## src/rtl/symb_exam_pkg.sv

```systemverilog
// Shared width and saturation limits for the symb_exam saturating adders.
package symb_exam_pkg;

  localparam int W_DEF = 4;

  // Limits as plain integers so any width can derive its own constants.
  function automatic int smax_of(input int w);
    return (2 ** (w - 1)) - 1;
  endfunction

  function automatic int smin_of(input int w);
    return -(2 ** (w - 1));
  endfunction

  function automatic int umax_of(input int w);
    return (2 ** w) - 1;
  endfunction

  localparam int SMAX = smax_of(W_DEF);
  localparam int SMIN = smin_of(W_DEF);
  localparam int UMAX = umax_of(W_DEF);

endpackage

```

## src/rtl/symb_sat_add.sv

```systemverilog
// Combinational W-bit saturating adder; SIGNED_MODE picks two's-complement
// or unsigned interpretation of the operands.
module symb_sat_add
  import symb_exam_pkg::*;
#(
  parameter int W           = W_DEF,
  parameter bit SIGNED_MODE = 1'b0
) (
  input  logic [W-1:0] a,
  input  logic [W-1:0] b,
  output logic [W-1:0] sum,
  output logic         ovf
);

  localparam logic [W-1:0] SAT_HI_S = W'(smax_of(W));
  localparam logic [W-1:0] SAT_LO_S = W'(smin_of(W));
  localparam logic [W-1:0] SAT_HI_U = W'(umax_of(W));

  logic [W:0] ext_sum;

  // NOTE: every output of an always_comb block gets a default first so no
  // path leaves it unassigned, which would otherwise infer a latch.
  always_comb begin
    ext_sum = '0;
    sum     = '0;
    ovf     = 1'b0;
    if (SIGNED_MODE) begin
      ext_sum = {a[W-1], a} + {b[W-1], b};
      // The W+1-bit result overflowed when its top two bits disagree.
      ovf     = ext_sum[W] ^ ext_sum[W-1];
      if (!ovf)
        sum = ext_sum[W-1:0];
      else if (ext_sum[W])
        sum = SAT_LO_S;
      else
        sum = SAT_HI_S;
    end else begin
      ext_sum = {1'b0, a} + {1'b0, b};
      ovf     = ext_sum[W];
      sum     = ovf ? SAT_HI_U : ext_sum[W-1:0];
    end
  end

endmodule

```

## src/rtl/symb_exam.sv

```systemverilog
// Registered signed and unsigned saturating sums of two W-bit operands,
// one clock of latency, synchronous active-high reset.
module symb_exam
  import symb_exam_pkg::*;
#(
  parameter int W = W_DEF
) (
  input  logic         clk,
  input  logic         rst,
  input  logic [W-1:0] d1,
  input  logic [W-1:0] d2,
  output logic [W-1:0] signed_out,
  output logic [W-1:0] unsigned_out,
  output logic         signed_ovf,
  output logic         unsigned_ovf
);

  logic [W-1:0] s_sum;
  logic [W-1:0] u_sum;
  logic         s_ovf;
  logic         u_ovf;

  symb_sat_add #(.W(W), .SIGNED_MODE(1'b1)) u_signed_add (
    .a   (d1),
    .b   (d2),
    .sum (s_sum),
    .ovf (s_ovf)
  );

  symb_sat_add #(.W(W), .SIGNED_MODE(1'b0)) u_unsigned_add (
    .a   (d1),
    .b   (d2),
    .sum (u_sum),
    .ovf (u_ovf)
  );

  // NOTE: registered state uses non-blocking assignments so all four
  // outputs update together from values sampled at the same edge.
  always_ff @(posedge clk) begin
    if (rst) begin
      signed_out   <= '0;
      unsigned_out <= '0;
      signed_ovf   <= 1'b0;
      unsigned_ovf <= 1'b0;
    end else begin
      signed_out   <= s_sum;
      unsigned_out <= u_sum;
      signed_ovf   <= s_ovf;
      unsigned_ovf <= u_ovf;
    end
  end

endmodule

```

## config.mk

```make
export PLATFORM = sky130hd
export DESIGN_NAME = symb_exam
export DESIGN_NICKNAME = d
export VERILOG_FILES = /design/src/rtl/symb_exam_pkg.sv /design/src/rtl/symb_sat_add.sv /design/src/rtl/symb_exam.sv
export SDC_FILE = /design/constraint.sdc
export NUM_CORES = 1
export LEC_CHECK = 0
export CORE_MARGIN = 8
export CORE_UTILIZATION = 45
export DETAILED_ROUTE_END_ITERATION = 10
export GPL_TIMING_DRIVEN = 0
export PLACE_DENSITY_LB_ADDON = 0.1
export SYNTH_ARGS = -nofsm -noshare
export SYNTH_HDL_FRONTEND = slang
export SYNTH_SLANG_ARGS = --single-unit
```

## constraint.sdc

```tcl
create_clock -name clk -period 4.5 [get_ports clk]
set_clock_uncertainty 0.15 [all_clocks]
set_input_delay 1.125 -clock clk [delete_from_list [all_inputs] [get_ports clk]]
set_output_delay 1.125 -clock clk [all_outputs]
set_load 0.01 [all_outputs]
```

After elaboration in Yosys (flattened, before gate mapping):

Cells that the tools add are included.

* register bits after elaboration: 10
* logic and storage cells: 10
* output and inout bits: 10

* multiplexer cells: 3
* $add $sub $neg: 2
* bitwise operators: 1

Operator list (number)
* two-way mux 4 bit: 3
* adder 4 x 4 -> 5 bit: 2
* bitwise XOR 1 bit: 1

Longest topological paths before layout:

* word-level depth: 3
* depth in mapped cells: 8

Cells and area by module:

From an unflattened synthesis, not the netlist that was laid out.

* cells, all modules: 73
* area total of the unflattened synthesis: 681.9 µm²

Modules (own cells, without submodules)
* symb_exam: seq. area each 200.2 µm², cells an instance 20, instances 1, area an instance 262.8 µm²
* symb_sat_add (u_signed_add): seq. area each 0.0 µm², cells an instance 33, instances 1, area an instance 244.0 µm²
* symb_sat_add (u_unsigned_add): seq. area each 0.0 µm², cells an instance 20, instances 1, area an instance 175.2 µm²

Worst setup path after synthesis:

No wires, ideal clock.

* kind: input to register
* start: input d1[0]
* end: register signed_ovf
* setup time: 0.116 ns
* setup slack: 1.888 ns
* arrival: 2.346 ns
* stages: 8
* cell sequence: ha_1 -> inv_1 -> fa_1 -> buf_4 -> nand2b_2 -> o2bb2ai_2 -> xnor2_1 -> nor2_1

* word-level cells in the longest chain between the ends: 2

Ends and longest elaborated chain
* start, declared: RTL line symb_exam.sv:10 `input logic [W-1:0] d1,`
* adder 4 x 4 -> 5 bit: RTL line symb_sat_add.sv:28 `ext_sum = {a[W-1], a} + {b[W-1], b};`
* bitwise XOR 1 bit: RTL line symb_sat_add.sv:30 `ovf = ext_sum[W] ^ ext_sum[W-1];`
* end signal, assigned: RTL line symb_exam.sv:48 `signed_ovf <= s_ovf;`
* end, declared: RTL line symb_exam.sv:14 `output logic signed_ovf,`

No other way between the ends.
A chain may end at the register's enable or synchronous reset.

Worst setup path in the final report:

Ends and elaborated chain as after synthesis.

==> flow_summary.json <==
{
  "end_kind": "flip-flop",
  "vias_per_cell": 5.17,
  "finalCritPeriodShare": 0.646,
  "hpwlAfterDp_um": 963,
  "numCtsBuffers": 3,
  "row_count": 13,
  "setup_viol": 0,
  "port-buffer-count": 18,
  "fin_setup_tns_ns": 0,
  "netlist_area_sq_um": 602,
  "fin_crit_ns": 2.91,
  "grt_setup_unrepaired": "no",
  "hp-class": "in -> reg",
  "fillCellCount": 125,
  "startpoint": "d1[0]",
  "path_class": "in -> reg",
  "drive_gt1_frac": 0.148,
  "start_util": 0.474,
  "worst_slew_pin_slew_ns": 0.317,
  "slew_viol_final": 0,
  "cts_resized": 0,
  "syn_avg_cell_area_sq_um": 8.98,
  "h-tree-depth": 1,
  "cts_tree": "yes",
  "fin_area_sq_um": 823,
  "fp.coreArea_sq_mm": 0.00127,
  "ys_warn_count": 0,
  "routedWlPerCell_um": 12.0,
  "leakage_nw": 0.350,
  "min_from": "rst",
  "grt_pass1_wl_um": 2080,
  "die_x_um": 52.6,
  "grt.total_usage": 0.0990,
  "grt_max_degree": 11,
  "syn-num-nets": 82,
  "synth.distinct_cells": 27,
  "worstPathRequired_ns": 4.50,
  "synthCells": 67,
  "clkSlewWorstSetupHoldPaths_ns": 0.06,
  "grt_pass1_vias": 471,
  "drtIter0Drc": 11,
  "hold_buffers": 0,
  "hold_violations": 0,
  "io_pins": 20,
  "drtPass1Iterations": 4,
  "post_cts_buffers": 0,
  "antenna-diode-count": 0,
  "chipHeight_um": 52.6,
  "overflow": 0,
  "clock.fmax_mhz": 344,
  "antenna_found_initial": 0,
  "clock-sinks": 10,
  "max-cap-violations": 0,
  "die-area_sq_mm": 0.00276,
  "ys_seq_area_frac": 0.333,
  "vias": 533,
  "syn_to_final_growth_pct": 36.8,
  "cp_data_arrival_time_ns": 2.90,
  "place_congestion": 0.738,
  "dpl_cell_area_sq_um": 801,
  "ant_nets": 0,
  "vdd_drop_max_uv": 145,
  "cts_buffer_depth": 2,
  "route.detailed.drc": 0,
  "power_density_mw_per_mm2": 301,
  "most-common-layout-cells": "clkdlybuf4s50_1 (18), dfxtp_1 (10), nor2_1 (6), a21oi_1 (6)",
  "routed_wirelength_um": 1240,
  "final_nets": 105,
  "relSlewSlack": 0.789,
  "crit_path_start_kind": "primary input",
  "clockRootBuffer": "clkbuf_4",
  "status": "complete, no violations",
  "final_common_cell": "clkdlybuf4s50_1",
  "crit_fanout": 9,
  "ys_ff_latch": 10
}
==> cell usage after synthesis, drive strengths merged <==
cell type  number  area [sq um]
a211oi          1          12.5
a21o            1          15.0
a21oi           7          38.8
a22o            1          8.76
a2bb2oi         1          8.76
buf             4          27.5
dfxtp          10           200
fa              1          20.0
ha              4          50.1
inv             5          18.8
mux2i           2          20.0
nand2           3          11.3
nand2b          3          21.3
nand3           2          10.0
nand4           1          6.26
nor2            7          33.8
nor2b           2          12.5
o21a            3          22.5
o21ai           5          25.0
o2bb2ai         1          15.0
or2             1          6.26
xnor2           1          8.76
xor2            1          8.76
==> state kept, by name (all words and copies together), names as in the netlist <==
register / flops
signed_ovf: 1
unsigned_out: 4
signed_out: 4
unsigned_ovf: 1
==> layout make-up <==
cell class | count | area, sq um | share of cell area
multi-input combinational | 48 | 355 | 0.432
timing repair buffer | 18 | 180 | 0.219
inverter | 5 | 18.8 | 0.0228
sequential | 10 | 200 | 0.243
buffer | 4 | 27.5 | 0.0334
clock buffer | 3 | 22.5 | 0.0274
tap | 15 | 18.8 | 0.0228
==> metrics by stage <==
stage	cells	util	hold WS [ns]	power [mW]	worst slack [ns]
3_3_place_gp	100	0.631	1.25	0.191	1.34
2_1_floorplan	67	-	1.22	0.155	1.89
6_report	103	0.649	0.991	0.248	1.59
4_1_cts	103	0.649	0.984	0.250	1.60
5_1_grt	103	0.649	0.995	0.264	1.49
3_5_place_dp	100	0.631	1.25	0.192	1.33
==> critical path: stages <==
cell,delay [ns]
clkdlybuf4s50_1,0.47
ha_1,0.18
inv_1,0.06
fa_1,0.35
buf_4,0.18
nand2b_2,0.19
o2bb2ai_2,0.16
xnor2_1,0.14
nor2_1,0.05
==> power by group <==
part | leakage (nW) | internal (mW) | switching [mW]
combinational | 0.253 | 0.0475 | 0.0395
sequential | 0.0835 | 0.0997 | 0.00259
clock | 0.0138 | 0.0307 | 0.0276
total | 0.350 | 0.178 | 0.0696
==> kinds of logic after synthesis <==
| family | Yosys count | share of synthesized area |
|---|---|---|
| buffers and inverters | 9 | 0.0769 |
| and+or+nand+nor | 19 | 0.168 |
| DFF | 10 | 0.333 |
| xor gates and xnor gates | 2 | 0.0291 |
| AOI/OAI and AO/OA | 20 | 0.243 |
| muxes | 2 | 0.0333 |
| adders and majority gates | 5 | 0.116 |
==> path summary, 6_finish.rpt <==
path	end	cells after the start
min	signed_out[3]	2
max	signed_ovf	9
==> routing by layer <==
layer  part of all wire  wire, um  global-route usage
met3              0.069        85             0.00852
met2               0.47       585               0.136
met1               0.42       516               0.131
met5                  0         0                   0
met4              0.039        48              0.0905
(Power assumes the default switching activity.)
